==> src/rtl/lsu_pkg.sv <==
// Shared types, funct3 encodings and store-lane helpers for the load/store sequencer.
// Latency: none (package only).
// Backpressure: none (package only).
package lsu_pkg;

    typedef enum logic [1:0] {
        ST_IDLE = 2'd0,
        ST_REQ  = 2'd1,
        ST_WAIT = 2'd2,
        ST_DONE = 2'd3
    } lsu_state_t;

    localparam logic [2:0] F3_LB  = 3'b000;
    localparam logic [2:0] F3_LH  = 3'b001;
    localparam logic [2:0] F3_LW  = 3'b010;
    localparam logic [2:0] F3_LBU = 3'b100;
    localparam logic [2:0] F3_LHU = 3'b101;
    localparam logic [2:0] F3_SB  = 3'b000;
    localparam logic [2:0] F3_SH  = 3'b001;
    localparam logic [2:0] F3_SW  = 3'b010;

    localparam logic [3:0] BE_BYTE = 4'b0001;
    localparam logic [3:0] BE_HALF = 4'b0011;
    localparam logic [3:0] BE_WORD = 4'b1111;

    // Everything about the access captured when it leaves IDLE.
    typedef struct packed {
        logic [31:0] addr;
        logic [2:0]  funct3;
        logic        we;
        logic [3:0]  be;
        logic [31:0] wdata;
    } lsu_req_t;

    // Loads only define 000/001/010/100/101; stores only 000/001/010.
    function automatic logic f3_illegal(input logic we, input logic [2:0] f3);
        if (we)
            return (f3 > F3_SW);
        return (f3 == 3'b011) || (f3 == 3'b110) || (f3 == 3'b111);
    endfunction

    // Size lives in funct3[1:0] for both loads and stores.
    function automatic logic f3_misaligned(input logic [2:0] f3, input logic [1:0] off);
        case (f3[1:0])
            2'b01:   return off[0];
            2'b10:   return (off != 2'b00);
            default: return 1'b0;
        endcase
    endfunction

    function automatic logic [3:0] store_be(input logic we, input logic [2:0] f3,
                                            input logic [1:0] off);
        if (!we)
            return BE_WORD;
        case (f3[1:0])
            2'b00:   return BE_BYTE << off;
            2'b01:   return BE_HALF << {off[1], 1'b0};
            default: return BE_WORD;
        endcase
    endfunction

    // Replicate the store value across every lane so the BE alone picks the bytes.
    function automatic logic [31:0] store_data(input logic [2:0] f3, input logic [31:0] d);
        case (f3[1:0])
            2'b00:   return {4{d[7:0]}};
            2'b01:   return {2{d[15:0]}};
            default: return d;
        endcase
    endfunction

endpackage

==> src/rtl/lsu_load_align.sv <==
// Selects the addressed byte/half of a raw DMEM word and sign/zero-extends it.
// Latency: combinational.
// Backpressure: none; pure function of its inputs.
module lsu_load_align
    import lsu_pkg::*;
(
    input  logic [31:0] raw_word,
    input  logic [1:0]  offset,
    input  logic [2:0]  funct3,
    output logic [31:0] ext_data
);

    logic [7:0]  lane_b;
    logic [15:0] lane_h;

    // Lane select then extension chosen by load type.
    always_comb begin
        lane_b   = raw_word[7:0];
        lane_h   = offset[1] ? raw_word[31:16] : raw_word[15:0];
        ext_data = raw_word;
        case (offset)
            2'b00:   lane_b = raw_word[7:0];
            2'b01:   lane_b = raw_word[15:8];
            2'b10:   lane_b = raw_word[23:16];
            default: lane_b = raw_word[31:24];
        endcase
        case (funct3)
            F3_LB:   ext_data = {{24{lane_b[7]}}, lane_b};
            F3_LBU:  ext_data = {24'd0, lane_b};
            F3_LH:   ext_data = {{16{lane_h[15]}}, lane_h};
            F3_LHU:  ext_data = {16'd0, lane_h};
            default: ext_data = raw_word;
        endcase
    end

endmodule

==> src/rtl/lsu_ctrl.sv <==
// Sequences one load/store per instruction onto a req/gnt/rvalid DMEM port.
// Latency: store 2 cycles min (REQ, DONE); load 3 min (REQ, WAIT, DONE).
// Backpressure: req held until gnt, PC stalled through REQ/WAIT; load faults after TIMEOUT WAIT cycles.
module lsu_ctrl
    import lsu_pkg::*;
#(
    parameter int ADDR_W  = 32,
    parameter int TIMEOUT = 255
) (
    input  logic              i_clk,
    input  logic              i_rst_n,
    input  logic              i_req,
    input  logic              i_wren,
    input  logic [2:0]        i_funct3,
    input  logic [31:0]       i_addr,
    input  logic [31:0]       i_wdata,
    output logic              o_stall,
    output logic              o_done,
    output logic [31:0]       o_rdata,
    output logic              o_misalign,
    output logic              o_fault,
    output logic              o_mem_req,
    output logic              o_mem_we,
    output logic [ADDR_W-1:0] o_mem_addr,
    output logic [3:0]        o_mem_be,
    output logic [31:0]       o_mem_wdata,
    input  logic              i_mem_gnt,
    input  logic              i_mem_rvalid,
    input  logic [31:0]       i_mem_rdata
);

    localparam int CNT_W = $clog2(TIMEOUT + 1);
    localparam logic [CNT_W-1:0] CNT_LAST = CNT_W'(TIMEOUT - 1);

    lsu_state_t        state_q, state_d;
    lsu_req_t          req_q;
    logic [CNT_W-1:0]  cnt_q;
    logic              fault_q;
    logic [31:0]       rdata_q;
    logic [31:0]       ext_data;
    logic              req_illegal;
    logic              req_misalign;
    logic              req_ok;
    logic              wait_expired;
    logic              in_req;

    assign req_illegal  = f3_illegal(i_wren, i_funct3);
    assign req_misalign = !req_illegal && f3_misaligned(i_funct3, i_addr[1:0]);
    assign req_ok       = i_req && !req_illegal && !req_misalign;
    assign wait_expired = (state_q == ST_WAIT) && !i_mem_rvalid && (cnt_q == CNT_LAST);
    assign in_req       = (state_q == ST_REQ);

    lsu_load_align u_load_align (
        .raw_word (i_mem_rdata),
        .offset   (req_q.addr[1:0]),
        .funct3   (req_q.funct3),
        .ext_data (ext_data)
    );

    // State register.
    always_ff @(posedge i_clk or negedge i_rst_n) begin
        if (!i_rst_n)
            state_q <= ST_IDLE;
        else
            state_q <= state_d;
    end

    // Next state and handshake/status outputs; rejected requests answer in IDLE without a DMEM access.
    always_comb begin
        state_d    = state_q;
        o_stall    = 1'b0;
        o_done     = 1'b0;
        o_misalign = 1'b0;
        o_fault    = 1'b0;
        o_mem_req  = 1'b0;
        case (state_q)
            ST_IDLE: begin
                if (i_req) begin
                    if (req_illegal) begin
                        o_fault = 1'b1;
                        o_done  = 1'b1;
                    end else if (req_misalign) begin
                        o_misalign = 1'b1;
                        o_done     = 1'b1;
                    end else begin
                        o_stall = 1'b1;
                        state_d = ST_REQ;
                    end
                end
            end
            ST_REQ: begin
                o_stall   = 1'b1;
                o_mem_req = 1'b1;
                if (i_mem_gnt)
                    state_d = req_q.we ? ST_DONE : ST_WAIT;
            end
            ST_WAIT: begin
                o_stall = 1'b1;
                if (i_mem_rvalid || (cnt_q == CNT_LAST))
                    state_d = ST_DONE;
            end
            ST_DONE: begin
                o_done  = 1'b1;
                o_fault = fault_q;
                state_d = ST_IDLE;
            end
            default: state_d = ST_IDLE;
        endcase
    end

    // Capture the accepted access, with BE and lane data precomputed for the REQ cycle(s).
    always_ff @(posedge i_clk or negedge i_rst_n) begin
        if (!i_rst_n)
            req_q <= '0;
        else if ((state_q == ST_IDLE) && req_ok)
            req_q <= '{addr:   i_addr,
                       funct3: i_funct3,
                       we:     i_wren,
                       be:     store_be(i_wren, i_funct3, i_addr[1:0]),
                       wdata:  i_wren ? store_data(i_funct3, i_wdata) : 32'd0};
    end

    // WAIT cycle counter, cleared while the request is outstanding.
    always_ff @(posedge i_clk or negedge i_rst_n) begin
        if (!i_rst_n)
            cnt_q <= '0;
        else if (state_q == ST_REQ)
            cnt_q <= '0;
        else if (state_q == ST_WAIT)
            cnt_q <= cnt_q + CNT_W'(1);
    end

    // Remember a timeout so the fault pulse lines up with the DONE cycle.
    always_ff @(posedge i_clk or negedge i_rst_n) begin
        if (!i_rst_n)
            fault_q <= 1'b0;
        else
            fault_q <= wait_expired;
    end

    // Load result: updated only by a completing or timed-out load.
    always_ff @(posedge i_clk or negedge i_rst_n) begin
        if (!i_rst_n)
            rdata_q <= '0;
        else if ((state_q == ST_WAIT) && i_mem_rvalid)
            rdata_q <= ext_data;
        else if (wait_expired)
            rdata_q <= '0;
    end

    assign o_rdata     = rdata_q;
    assign o_mem_we    = in_req & req_q.we;
    assign o_mem_addr  = in_req ? {req_q.addr[ADDR_W-1:2], 2'b00} : '0;
    assign o_mem_be    = in_req ? req_q.be : 4'd0;
    assign o_mem_wdata = in_req ? req_q.wdata : 32'd0;

endmodule
==> config.mk <==
export PLATFORM = sky130hd
export DESIGN_NAME = lsu_ctrl
export DESIGN_NICKNAME = d
export VERILOG_FILES = /design/src/rtl/lsu_pkg.sv /design/src/rtl/lsu_load_align.sv /design/src/rtl/lsu_ctrl.sv
export SDC_FILE = /design/constraint.sdc
export NUM_CORES = 1
export LEC_CHECK = 0
export CORE_ASPECT_RATIO = 0.75
export CORE_UTILIZATION = 43
export CTS_BUF_LIST = sky130_fd_sc_hd__clkbuf_2
export DETAILED_ROUTE_END_ITERATION = 8
export PLACE_DENSITY_LB_ADDON = 0.2
export SYNTH_ARGS = -nofsm -noshare
export SYNTH_HDL_FRONTEND = slang
export SYNTH_SLANG_ARGS = --single-unit
==> constraint.sdc <==
create_clock -name i_clk -period 3.5 [get_ports i_clk]
set_clock_uncertainty 0.2 [all_clocks]
set_input_delay 1.05 -clock i_clk [delete_from_list [all_inputs] [get_ports i_clk]]
set_output_delay 1.05 -clock i_clk [all_outputs]
set_load 0.01 [all_outputs]
==> flow_metrics.py <==
metrics = {
    "detailed_routing": {
        "wl_met3_um": 1390,
        "viasPerCell": 5.26,
        "wl_met2_um": 8310,
        "via_count": 5366,
        "wl_um": 18400,
        "drc_errors": 0,
        "dr.pass1.iters": 4,
        "wl_per_cell_um": 18.0,
        "detail-route-antenna-nets": 0,
        "wl_met1_um": 8440,
        "initialDrtViolationCount": 328,
        "top_layer": "met4",
    },
    "global_routing": {
        "antenna_found_initial": 0,
        "grt_pass1_vias": 5348,
        "grt_start_max_net_pins": 53,
        "grt_usage_pct": 24.3,
        "grt_pass1_wl_um": 28500,
        "overflow": 0,
    },
    "floorplanning": {
        "initial_utilization_pct": 44.1,
        "fp.dieH_um": 107,
        "fp-row-count": 38,
        "io-pin-count": 211,
        "die_x_um": 143,
        "dieArea_um2": 15300,
        "core_area_um2": 14500,
    },
    "cells_and_area": {
        "layout.area.seq_um2": 2880,
        "multi_input_area_um2": 3270,
        "final_nets": 924,
        "layout.cells.non_filler": 1020,
        "syn_to_final_growth_pct": 43.2,
        "finalCoreUtilization_pct": 63.1,
        "drive_gt1_share_pct": 22.3,
        "n_fill_cell": 1209,
        "diodes": 0,
    },
    "yosys": {
        "synthSimpleGateAreaFrac_pct": 14.6,
        "synth_flop_cell": "dfrtp_1",
        "yosys.area.top_type": "dfrtp_1",
        "synth_adder_area_share_pct": 1.96,
        "yosysMostFrequentCell": "dfrtp_1",
        "syn_area_per_cell_um2": 10.9,
        "syn_inst": 583,
        "yosysTopAreaCellShare_pct": 45.2,
        "synth.distinct_cells": 52,
        "netlist_area_um2": 6370,
        "ys_async_sr_fraction_pct": 100,
        "synth-xor-area-share_pct": 0.412,
        "ys.warnings.count": 0,
        "synth-edff-count": 0,
        "synth_seq_cells": 115,
        "synth_seq_area_share_pct": 45.2,
        "synth_compound_gate_area_share_pct": 14.3,
        "synth_commonest_cells": "dfrtp_1 (115), and2_1 (60), mux2_4 (60), nor2_1 (48), nand2_1 (27)",
        "synth_top_family_by_area": "multiplexers",
        "synthTopCellsByArea": "dfrtp_1 (45%), mux2_4 (14%), and2_1 (5.9%)",
        "synthMuxAreaShare_pct": 18.2,
    },
    "power": {
        "p_per_area_nw_per_um2": 735,
        "p_clk_share_pct": 13.4,
        "leakagePower_nw": 4.35,
        "cell_internal_pwr_w": 0.00425,
        "max-vdd-ir-drop_mv": 0.420,
        "swShare_pct": 36.6,
        "pwr-share-comb_pct": 51.5,
        "p_seq_share_pct": 35.1,
        "power_switching_w": 0.00246,
    },
    "placed_design": {
        "port_buffers": 208,
        "place.gp.congestion": 0.870,
        "dp_hpwl_um": 12700,
        "dpl.cell_count": 975,
    },
    "clocking": {
        "clock_latency_ns": 0.65,
        "htreeDepth": 4,
        "cts_tree": "done",
        "clk_path_buf_depth": 2,
        "clkTransAtPathRegs_ns": 0.19,
        "cts_buffers": 17,
        "cts_sinks": 115,
        "cts_root_buf": "clkbuf_2",
    },
    "timing": {
        "finalSetupViolCount": 1,
        "rsz0062_at_grt": "true",
        "slew_violations": 0,
        "holdWs_ns": 0.143,
        "worstMarginPinSlew_ns": 0.900,
        "post-route-period-util_pct": 101,
        "period_minus_slack_ns": 3.52,
        "timing.slew.headroom_pct": 40.0,
        "hold_viol_final": 0,
        "setup_ws_ns": -0.0176,
        "fmax_mhz": 284,
    },
    "worst_setup_path": {
        "critPathKind": "reg2out",
        "worstReg2RegStart": "state_q[0]",
        "setup.worst_path.start": "state_q[0]",
        "setup.worst_path.end_class": "output port",
        "path_delay_family": "buffers and inverters",
        "setup.worst_path.start_class": "flip-flop",
        "slowest_stage": "dfrtp_2",
        "r2r_end": "req_q[47]",
        "critPathArrivalTime_ns": 2.27,
        "worst-r2r-setup-slack_ns": 0.69,
        "cp_max_fo": 4,
        "critPathMaxStageDelay_ns": 0.46,
        "cp_data_required_time_ns": 2.25,
        "path_buf_inv": 3,
        "ff2ff_path_depth": 8,
        "path_cells": "inv_1, ha_1, nand2_2, a2111oi_2, buf_4, buf_2",
    },
    "status": {
        "status": "complete, but fails checks",
        "violations": "setup timing",
    },
    "run": {
        "cap_violations": 0,
    },
    "worst_hold_path": {
        "hp-class": "in2async",
    },
}
[what timing repair did]
item | 4_1_cts | 5_1_grt
hold buffers | 0 | 0
gates resized for setup | 104 | 91
pin swaps | 10 | 5
cloned | 0 | 1
buffers inserted | 5 | 9
setup endpoints to repair | 72 | 27
endpoints found under the hold margin | 0 | 0
[sequential cells by signal, indices dropped and copies added, names as in the netlist]
signal / flops
fault_q: 1
o_rdata: 32
state_q: 2
cnt_q: 8
req_q: 72
[cell usage in the layout (no fill, tap or decap), types with 7 or more instances in the layout]
master / count
dlygate4sd2_1: 9
inv_1: 19
nor2_1: 47
dfrtp_1: 114
a21boi_0: 7
o22ai_1: 10
o21ai_0: 17
clkdlybuf4s50_1: 129
a21oi_1: 21
nand2_1: 25
a221o_1: 17
dlymetal6s2s_1: 20
or3_1: 7
buf_4: 32
mux2_4: 60
nand3_1: 14
mux2i_1: 19
and2_1: 60
nor2b_1: 11
clkdlybuf4s15_1: 26
a22o_1: 15
o2bb2ai_1: 9
clkbuf_2: 32
[through the flow]
stage,setup WS (ns),total power [W],area [um2],setup TNS (ns)
finish,-0.0176,0.00671,9130,-0.0176
global route,-0.216,0.00714,9130,-1.07
CTS,-0.106,0.00664,8990,-1.49
detailed placement,-1.03,0.00580,8690,-34.91
global placement,-0.935,0.00568,8690,-25.80
floorplan,-0.0447,0.00431,6390,-0.0878
[area by class of cell]
| cell class | count | share of cell area [%] |
|---|---|---|
| clock inverters | 13 | 1.58 |
| inverters | 25 | 1.21 |
| multi-input cells | 402 | 35.9 |
| well taps | 200 | 2.74 |
| repair buffers | 247 | 26.1 |
| repair inverters | 1 | 0.0823 |
| clock buffers | 17 | 0.932 |
| flip-flops and latches | 115 | 31.5 |
[cells by family (layout without fill, tap and decap cells)]
family | after synthesis | in the layout
mux | 84 | 84
other cells | 1 | 2
compound gates | 121 | 121
flops | 115 | 115
buf+inv | 67 | 303
xor+xnor | 3 | 3
fa+ha+maj | 10 | 10
simple gates | 182 | 182
[worst max-delay path by stage]
stage	endpoint	slack, ns	cells after the start
5_1_grt	o_misalign	-0.22	6
4_1_cts	o_mem_wdata[4]	-0.11	5
3_5_place_dp	o_misalign	-1.03	8
2_1_floorplan	o_misalign	-0.04	5
6_report	o_misalign	-0.02	6
3_3_place_gp	o_misalign	-0.94	8
[power groups by stage]
stage          logic, W  clock network (W)  registers (W)
2_1_floorplan   0.00199                  0        0.00231
3_3_place_gp    0.00334                  0        0.00235
3_5_place_dp    0.00342                  0        0.00238
4_1_cts         0.00336           0.000922        0.00235
5_1_grt         0.00372           0.000985        0.00243
6_report        0.00346           0.000896        0.00236
[routing by layer]
layer | global-route usage [%] | vias to the layer above
li1 | - | 2492
met1 | 34.1 | 2627
met2 | 36.6 | 228
met3 | 5.96 | 19
met4 | 7.76 | 0
met5 | 0 | -
Note: power is estimated with default switching activity, not from simulation.
